**src/rtl/if_fetch_ctrl.sv**
```systemverilog
// Instruction-fetch sequencer: owns the fetch PC and runs a single-outstanding
// req/gnt/rvalid handshake, presenting one instruction at a time to IF/ID.
module if_fetch_ctrl #(
    parameter logic [31:0] RESET_PC = 32'h0000_0000,
    parameter int unsigned ADDR_W   = 32
) (
    input  logic              clk,
    input  logic              rst,
    input  logic              redirect,
    input  logic [ADDR_W-1:0] redirect_pc,
    input  logic              stall,
    output logic              imem_req,
    output logic [ADDR_W-1:0] imem_addr,
    input  logic              imem_gnt,
    input  logic              imem_rvalid,
    input  logic [31:0]       imem_rdata,
    output logic              if_valid,
    output logic [ADDR_W-1:0] if_pc,
    output logic [ADDR_W-1:0] if_pc4,
    output logic [31:0]       if_inst
);

    typedef enum logic [1:0] {StReq, StWait, StHold} state_e;

    state_e            state_q, state_d;
    logic [ADDR_W-1:0] fetch_pc_q, fetch_pc_d;
    logic              kill_q, kill_d;
    logic              if_valid_q, if_valid_d;
    logic [ADDR_W-1:0] if_pc_q, if_pc_d;
    logic [31:0]       if_inst_q, if_inst_d;
    logic [ADDR_W-1:0] target_pc;

    assign target_pc = {redirect_pc[ADDR_W-1:2], 2'b00};

    always_ff @(posedge clk or negedge rst) begin
        if (!rst) begin
            state_q    <= StReq;
            fetch_pc_q <= RESET_PC[ADDR_W-1:0];
            kill_q     <= 1'b0;
            if_valid_q <= 1'b0;
            if_pc_q    <= '0;
            if_inst_q  <= '0;
        end else begin
            state_q    <= state_d;
            fetch_pc_q <= fetch_pc_d;
            kill_q     <= kill_d;
            if_valid_q <= if_valid_d;
            if_pc_q    <= if_pc_d;
            if_inst_q  <= if_inst_d;
        end
    end

    always_comb begin
        state_d    = state_q;
        fetch_pc_d = fetch_pc_q;
        kill_d     = kill_q;
        if_valid_d = if_valid_q;
        if_pc_d    = if_pc_q;
        if_inst_d  = if_inst_q;
        unique case (state_q)
            StReq: begin
                if (imem_gnt) begin
                    state_d = StWait;
                    if (redirect) begin
                        kill_d     = 1'b1;
                        fetch_pc_d = target_pc;
                    end
                end else if (redirect) begin
                    fetch_pc_d = target_pc;
                end
            end
            StWait: begin
                if (imem_rvalid) begin
                    if (kill_q || redirect) begin
                        // Stale response: drop it and refetch from the new PC.
                        kill_d  = 1'b0;
                        state_d = StReq;
                        if (redirect) fetch_pc_d = target_pc;
                    end else begin
                        if_inst_d  = imem_rdata;
                        if_pc_d    = fetch_pc_q;
                        if_valid_d = 1'b1;
                        fetch_pc_d = fetch_pc_q + ADDR_W'(4);
                        state_d    = StHold;
                    end
                end else if (redirect) begin
                    kill_d     = 1'b1;
                    fetch_pc_d = target_pc;
                end
            end
            StHold: begin
                // Redirect wins over stall.
                if (redirect) begin
                    if_valid_d = 1'b0;
                    fetch_pc_d = target_pc;
                    state_d    = StReq;
                end else if (!stall) begin
                    if_valid_d = 1'b0;
                    state_d    = StReq;
                end
            end
            default: state_d = StReq;
        endcase
    end

    assign imem_req  = rst && (state_q == StReq);
    assign imem_addr = fetch_pc_q;
    assign if_valid  = if_valid_q;
    assign if_pc     = if_pc_q;
    assign if_pc4    = if_pc_q + ADDR_W'(4);
    assign if_inst   = if_inst_q;

endmodule

```
**config.mk**
```make
export PLATFORM = sky130hd
export DESIGN_NAME = if_fetch_ctrl
export DESIGN_NICKNAME = d
export VERILOG_FILES = /design/src/rtl/if_fetch_ctrl.sv
export SDC_FILE = /design/constraint.sdc
export NUM_CORES = 1
export LEC_CHECK = 0
export BUFFER_PORTS_ARGS = -buffer_cell sky130_fd_sc_hd__buf_2
export CAP_MARGIN = 15
export CORE_MARGIN = 3
export CORE_UTILIZATION = 30
export CTS_CLUSTER_SIZE = 40
export DETAILED_ROUTE_END_ITERATION = 7
export SLEW_MARGIN = 10
export SYNTH_ARGS = -nofsm -noshare
export SYNTH_HDL_FRONTEND = slang
export SYNTH_SLANG_ARGS = --single-unit
```
**constraint.sdc**
```tcl
create_clock -name clk -period 2.7 [get_ports clk]
set_clock_uncertainty 0.05 [all_clocks]
set_input_delay 0.135 -clock clk [delete_from_list [all_inputs] [get_ports clk]]
set_output_delay 0.135 -clock clk [all_outputs]
set_load 0.01 [all_outputs]
```
After elaboration in Yosys (flattened, before gate mapping)
Index checks and enable logic that the tools add are counted.
{ "word_totals": {"regBits": 100, "in_bits": 70, "out_inout_bits": 130, "elab_cells": 47} }
{ "op_classes": {"add_sub_neg": 2, "n_eq_ne": 7, "n_mux": 20, "bitwise": 1, "reduce_logical": 11} }
{ "op_table": {"columns": ["cell", "count"], "rows": [
  ["2-to-1 mux 32 bit", 3],
  ["adder 32 x 3 -> 32 bit (second input constant)", 2],
  ["case mux 32 bit (2 select lines)", 1],
  ["2-to-1 mux 2 bit", 5],
  ["AND reduction 3 bit", 3],
  ["2-to-1 mux 1 bit", 8],
  ["!= test 2 bit (second input constant)", 3],
  ["!= test 3 bit (second input constant)", 2],
  ["case mux 2 bit (3 select lines)", 1],
  ["nonzero test 2 bit", 3],
  ["case mux 1 bit (2 select lines)", 2],
  ["AND reduction 4 bit", 1],
  ["== test 2 x 1 -> 1 bit (second input constant)", 1],
  ["== test 2 bit (second input constant)", 1],
  ["zero test 2 bit", 1],
  ["OR reduction 2 bit", 1],
  ["logical AND 1 bit", 1],
  ["logical OR 1 bit", 1],
  ["NOT 1 bit", 1]
]} }

Depth between registers and ports, before layout
Gate-level depths: netlist (run 1).
{ "logic_depth": {"depth_word": 4, "depth_mapped": 8, "ltp_nobuf": 6} }

Least setup slack after synthesis (run 1)
OpenSTA, ideal clock, no wires.
{ "synth_timing": {"path_kind": "flip-flop to flip-flop", "startpoint": "register fetch_pc_q[9], in the netlist imem_addr[9]", "endpoint": "register fetch_pc_q[19], in the netlist imem_addr[19]", "setup_ns": 0.143, "arrival_ns": 1.815, "required_ns": 2.507, "path_slack_ns": 0.692, "path_stages_with_launch": 8, "path_buffers": 2, "synth_period_minus_slack_ns": 2.008, "path_cell_list": "dfrtp_1 buf_4 nand3_4 or4_4 buf_6 or3_1 nand3_1 o311ai_4"} }
{ "synth_between": {"elab_chain_len": 4} }
{ "synth_rtl": {"columns": ["element", "line", "rtl"], "rows": [
  ["from (decl)", "26", "logic [ADDR_W-1:0] fetch_pc_q, fetch_pc_d;"],
  ["from (signal assigned)", "38", "fetch_pc_q <= RESET_PC[ADDR_W-1:0];"],
  ["from (signal assigned)", "45", "fetch_pc_q <= fetch_pc_d;"],
  ["adder 32 x 3 -> 32 bit", "83", "fetch_pc_d = fetch_pc_q + ADDR_W'(4);"],
  ["2-to-1 mux 32 bit", "74", "if (kill_q || redirect) begin"],
  ["2-to-1 mux 32 bit", "73", "if (imem_rvalid) begin"],
  ["case mux 32 bit (2 select lines)", "60", "unique case (state_q)"]
]} }
No other way between the ends.
A chain may end at the register's enable or synchronous reset.

Worst setup path in the final report (run 1)
{ "layout_timing": {"startpoint": "register if_pc_q[4], in the netlist if_pc[4]", "endpoint": "output if_pc4[31]"} }
{ "layout_between": {"elab_chain_len": 1} }
{ "layout_rtl": {"columns": ["element", "line", "rtl"], "rows": [
  ["from (decl)", "29", "logic [ADDR_W-1:0] if_pc_q, if_pc_d;"],
  ["from (signal assigned)", "48", "if_pc_q <= if_pc_d;"],
  ["adder 32 x 3 -> 32 bit", "110", "assign if_pc4 = if_pc_q + ADDR_W'(4);"],
  ["to (decl)", "19", "output logic [ADDR_W-1:0] if_pc4,"]
]} }
No other way between the ends.

==> flow_summary_export.csv, run 1 <==
group,metric,value,unit
synth,synth_edf_count,0,
drt,drc,0,
clock_tree,root_buffer,"clkbuf_16",
placed_design,place_area,6380,sq um
final_layout,synthToLayoutAreaGrowth,40.4,%
drt,via_per_inst,4.86,
clock_tree,clk-insertion-delay-late,350,ps
synth,synthFlopType,"dfrtp_1",
timing,setup_violations,0,
die,io_pins,200,
global_routing,grt_pass1_wl,25900,microns
clock_tree,path_clk_slew,70,ps
status,outcome,"finished, final reports clean",
timing,fin_crit_sh,89.0,%
clock_tree,cts_buffer_depth,2,
critical_path,path_max_fanout,8,
synth,synth_cells,606,
worst_hold_path,whs_endpoint,"imem_addr[18]",
global_routing,antenna_found_initial,1,
synth,synth_top_area_share,48.9,%
synth,ys_top_cells_by_area,"dfrtp_1 (49%), nand2_1 (16%), xnor2_1 (3.9%), nand3_1 (2.9%), nor2_1 (2.3%)",
final_layout,num-nets-final,918,
global_routing,overflow,0,
synth,async_flop_share,100,%
drt,vias,5206,
die,fp.dieW,137,microns
die,initial_core_util,30.7,%
synth,syn_nets,678,
clock_tree,postCtsSetupBuffers,0,
synth,synth-warning-count,0,
final_layout,final_area,7180,sq um
synth,synthSimpleGateAreaFrac,30.7,%
worst_hold_path,whs_path_depth,3,
critical_path,worst_setup_path_start_kind,"flip-flop",
job,max-cap-violations,0,
synth,synth_xor_area_share,4.97,%
critical_path,slowest_delay,500,ps
pwr,power_density,868,nW/um^2
synth,synth.most_common_cell,"nand2_1",
synth,synth_top_family_by_area,"simple AND/OR/NAND/NOR gates",
clock_tree,cts_sinks,100,
timing,tns,0,ps
critical_path,reg2reg_depth,6,
drt,wl_per_cell,15.3,microns
final_layout,drive_above_1_share,28.6,%
critical_path,crit_arrival,2220,ps
clock_tree,cts_buffers,9,
timing,max_freq,416,MHz
timing,rsz0062_at_grt,"no",
critical_path,end_kind,"output port",
die,core_area,16600,sq um
timing,slew_headroom,33.9,%
pwr,ir_drop,0.344,mV
worst_hold_path,hold_start,"redirect_pc[18]",
drt,antenna_left,0,
synth,muxShareOfSynthArea,0.587,%
clock_tree,cts-htree-levels,3,
timing,max_slew.worst_pin.slew,988,ps
global_routing,grt_pass1_vias,4842,
die,dieArea,18700,sq um
critical_path,cp.required,2520,ps
synth,synth.distinct_cells,55,
critical_path,slowest_stage,"dfrtp_1",
clock_tree,postCtsHoldBufs,49,
timing,final-hold-violation-count,0,
worst_hold_path,min_path_type,"input port to flip-flop",
synth,syn_avg_cell_area,8.44,sq um
critical_path,reg2reg_slack,430,ps
clock_tree,cts_resized,0,
critical_path,reg2reg_to,"imem_addr[26]",
synth,ys_top_cells_by_count,"nand2_1 (216), dfrtp_1 (100), nor2_1 (31)",
pwr,static-leakage-power,0.00363,uW
final_layout,nFillCells,1683,
placed_design,port_buffers,197,
critical_path,worstPathCellList,"and3_1 -> nand3_1 -> nor2_1 -> buf_4 -> nand4_1 -> xnor2_1 -> buf_2",
placed_design,finalWeightedCongestion,0.805,
synth,syn-cell-area,5110,sq um
synth,synth_seq_cells,100,
die,rows,47,
synth,yosysTopAreaCell,"dfrtp_1",
critical_path,critical_path_class,"flip-flop to output port",
drt,wl,16400,microns
timing,final_max_slew_viol_count,0,
global_routing,grt_usage,17.6,%
timing,period_minus_slack,2400,ps
placed_design,hpwl,11900,microns
drt,drt_iter0_markers,262,
drt,dr.pass1.iters,5,
global_routing,grt_max_degree,87,
clock_tree,cts_tree,"yes",
synth,ys_seq_area_share,48.9,%
synth,synth_fa_ha_area_share,0.489,%
die,die_h,137,microns
critical_path,r2r-start,"imem_addr[2]",
synth,synth-compound-area-share,10.8,%
==> power by group <==
| part | switching, uW | internal, uW |
|---|---|---|
| Sequential | 577 | 2030 |
| Clock | 587 | 743 |
| Combinational | 1260 | 1040 |
==> sequential cells by signal (all words and copies together) (netlist names) <==
name	cells
kill_q	1
if_inst	32
imem_addr	32
if_valid	1
state_q	2
if_pc	32
==> metrics by stage <==
stage | power [uW] | hold slack (ps) | utilization (%) | setup slack, ps | cells
after floorplan | 3780 | -211 | - | 692 | 606
after global placement | 4870 | -31.9 | 38.4 | 535 | 1006
after detailed placement | 4910 | -29.3 | 38.4 | 484 | 1006
after CTS | 6330 | 0.255 | 43.1 | 250 | 1071
after global routing | 6720 | 13.4 | 43.1 | 34.0 | 1072
final | 6240 | 6.08 | 43.1 | 297 | 1072
==> how the worst max path moves through the flow <==
stage                            start             to  slack [ps]  depth (start not counted)
final                         if_pc[4]     if_pc4[31]         300                          7
after global routing          if_pc[4]     if_pc4[31]          30                          7
after CTS                     if_pc[4]     if_pc4[31]         250                          7
after detailed placement  imem_addr[2]  imem_addr[26]         480                          6
after global placement    imem_addr[2]  imem_addr[26]         540                          6
after floorplan           imem_addr[9]  imem_addr[19]         690                          7
==> area by class of cell <==
cell class                      instances  area, sq um  area share (%)
Antenna cell                            1         2.50          0.0348
Clock buffer                           10          239            3.33
Clock inverter                          6         63.8           0.889
Inverter                                7         26.3           0.366
Multi-Input combinational cell        465         2440            34.0
Sequential cell                       100         2500            34.8
Tap cell                              220          275            3.83
Timing Repair Buffer                  263         1630            22.7
==> critical path, delay by kind of cell, from the launching register on <==
kind | cells | cell delay (ps)
flops | 1 | 500
simple gates | 4 | 860
buf+inv | 2 | 340
xor+xnor | 1 | 170
==> placed cells by master, fill, tap and decap left out, types with 4 or more instances in the layout <==
cell type / instances
nor3_1: 15
xor2_1: 6
buf_2: 196
dfrtp_1: 100
and3_1: 14
clkbuf_16: 9
o21ai_0: 15
nand2_1: 216
buf_4: 16
xnor2_1: 23
a211oi_1: 5
dlygate4sd3_1: 49
nand3_1: 30
a21oi_1: 19
nor4_1: 6
and4_1: 4
and2_1: 5
inv_1: 7
nand4_1: 12
nor2_1: 30
o22ai_1: 12
==> kinds of logic (layout without fill, tap and decap cells) <==
group / after synthesis / count (layout)
flip-flops: 100 / 100
AO/OA/AOI/OAI: 81 / 81
buffers and inverters: 41 / 286
adder cells (fa/ha/maj): 2 / 2
XOR/XNOR: 29 / 29
other: 0 / 1
multiplexers: 3 / 3
AND/OR/NAND/NOR: 350 / 350
==> per-layer routing <==
layer	global-route usage (%)	vias to the layer above	share of wire, %
met4	6.22	0	2.0
li1	-	2549	-
met3	2.87	17	6.7
met5	0	-	0
met2	27.2	174	46
met1	25.0	2466	45
No activity file was read; power rests on OpenSTA's default activity.
==> inputs of run 2 (changes only) <==
CTS_BUF_LIST = sky130_fd_sc_hd__clkbuf_4 sky130_fd_sc_hd__clkbuf_8   (was default)
==> run 2 against run 1 <==
Wire length rose by 1.6%. Total power fell by 4.6%. Sequential cell count did not move. Via count fell by 0.25%. First-iteration DRC count rose by 14%. Critical path type unchanged. Critical endpoint unchanged. Largest power group unchanged. Highest routed layer unchanged.
==> flow_summary_export.csv, run 2 (synthesis results as in run 1) <==
group,metric,value,unit
clock_tree,clk-insertion-delay-late,390,ps
critical_path,worst_setup_path_start_kind,"flip-flop",
pwr,power_density,822,nW/um^2
die,rows,47,
status,outcome,"finished, final reports clean",
clock_tree,cts-htree-levels,3,
clock_tree,cts_buffer_depth,2,
critical_path,critical_path_class,"flip-flop to output port",
drt,antenna_left,0,
final_layout,regArea,2500,sq um
timing,max_slew.worst_pin.slew,955,ps
global_routing,grt_pass1_vias,4929,
drt,vias,5193,
global_routing,antenna_found_initial,1,
final_layout,num-nets-final,933,
final_layout,multi_input_area,2440,sq um
final_layout,nFillCells,1678,
drt,wl,16700,microns
clock_tree,postCtsSetupBuffers,0,
clock_tree,root_buffer,"clkbuf_8",
die,dieArea,18700,sq um
job,max-cap-violations,0,
final_layout,final_common_cell,"nand2_1",
timing,period_minus_slack,2390,ps
final_layout,drive_above_1_share,28.2,%
pwr,ir_drop,0.308,mV
drt,dr.pass1.iters,4,
die,initial_core_util,30.7,%
pwr,static-leakage-power,0.00365,uW
final_layout,synthToLayoutAreaGrowth,41.4,%
timing,slew_headroom,36.1,%
global_routing,grt_pass1_wl,26300,microns
global_routing,grt_max_degree,87,
drt,wl_per_cell,15.4,microns
die,core_area,16600,sq um
placed_design,finalWeightedCongestion,0.805,
timing,tns,0,ps
drt,via_per_inst,4.78,
drt,drt_iter0_markers,299,
pwr,p_total,5950,uW
timing,hold_ws,48.0,ps
clock_tree,path_clk_slew,100,ps
die,die_h,137,microns
critical_path,path_max_fanout,8,
final_layout,layout_common_cells,"nand2_1 (216), buf_2 (196), dfrtp_1 (99)",
drt,drc,0,
clock_tree,cts_sinks,100,
global_routing,grt_usage,18.0,%
die,io_pins,200,
timing,max_freq,418,MHz
critical_path,crit_arrival,2210,ps
critical_path,end_kind,"output port",
placed_design,port_buffers,197,
clock_tree,cts_tree,"yes",
clock_tree,cts_buffers,9,
die,fp.dieW,137,microns
timing,setup_violations,0,
worst_hold_path,min_path_type,"input port to flip-flop",
critical_path,cp.required,2520,ps
global_routing,overflow,0,
timing,final_max_slew_viol_count,0,
timing,fin_crit_sh,88.7,%
timing,final-hold-violation-count,0,
timing,rsz0062_at_grt,"no",
placed_design,hpwl,11900,microns
==> run 2: changes by cell type in the layout (fill, tap and decap cells not counted), sizes merged <==
cell	before	now
dlygate4sd3	49	64
==> run 2: final timing paths <==
path                            depth (start not counted)  slack [ps]    startpoint             to
worst max-delay path                                    7         310      if_pc[4]     if_pc4[31]
worst min-delay path                                    4          50   imem_rvalid     state_q[0]
worst max register to register                          6         430  imem_addr[2]  imem_addr[26]
worst min register to register                          2         430   if_inst[17]    if_inst[17]
max in group asynchronous                               3        1750           rst     if_inst[1]
min in group asynchronous                               2          90           rst   imem_addr[3]
==> run 2: where the power goes <==
| group | internal (uW) | total, uW | switching, uW |
|---|---|---|---|
| combinational | 1060 | 2330 | 1270 |
| clock | 452 | 1010 | 562 |
| sequential | 2020 | 2610 | 582 |
==> run 2: critical path: stages (launching register included) <==
cell	delay (ps)
dfrtp_2	460
and3_1	270
nand3_1	220
nor2_1	160
buf_4	190
nand4_1	180
xnor2_1	180
buf_2	160
==> run 2: cell type report <==
| class | instances | share of cell area, % |
|---|---|---|
| diodes | 1 | 0.0346 |
| multi-input cells | 465 | 33.7 |
| clock inverters | 6 | 0.883 |
| repair buffers | 278 | 24.6 |
| flip-flops and latches | 100 | 34.6 |
| inverters | 7 | 0.363 |
| well taps | 220 | 3.81 |
| clock buffers | 10 | 1.90 |
==> run 2: metal layers <==
metal	part of all wire [%]	global-route usage, %
met5	0	0
met4	2.0	7.22
met3	5.6	2.76
met2	47	27.7
met1	46	25.3
==> run 2: stage by stage <==
| stage | std cells | utilization (%) | instance area [sq um] | setup slack (ps) |
|---|---|---|---|---|
| 3_3_place_gp | 1006 | 38.4 | 6380 | 535 |
| 4_1_cts | 1086 | 43.4 | 7230 | 181 |
| 6_report | 1087 | 43.4 | 7230 | 306 |
| 2_1_floorplan | 606 | - | 5110 | 692 |
| 3_5_place_dp | 1006 | 38.4 | 6380 | 484 |
| 5_1_grt | 1087 | 43.4 | 7230 | 57.7 |
==> run 2: what timing repair did <==
action | 4_1_cts | 5_1_grt
endpoints found under the setup margin | 0 | 1
gates resized for setup | 0 | 1
hold buffers | 64 | 0
endpoints found under the hold margin | 163 | 0
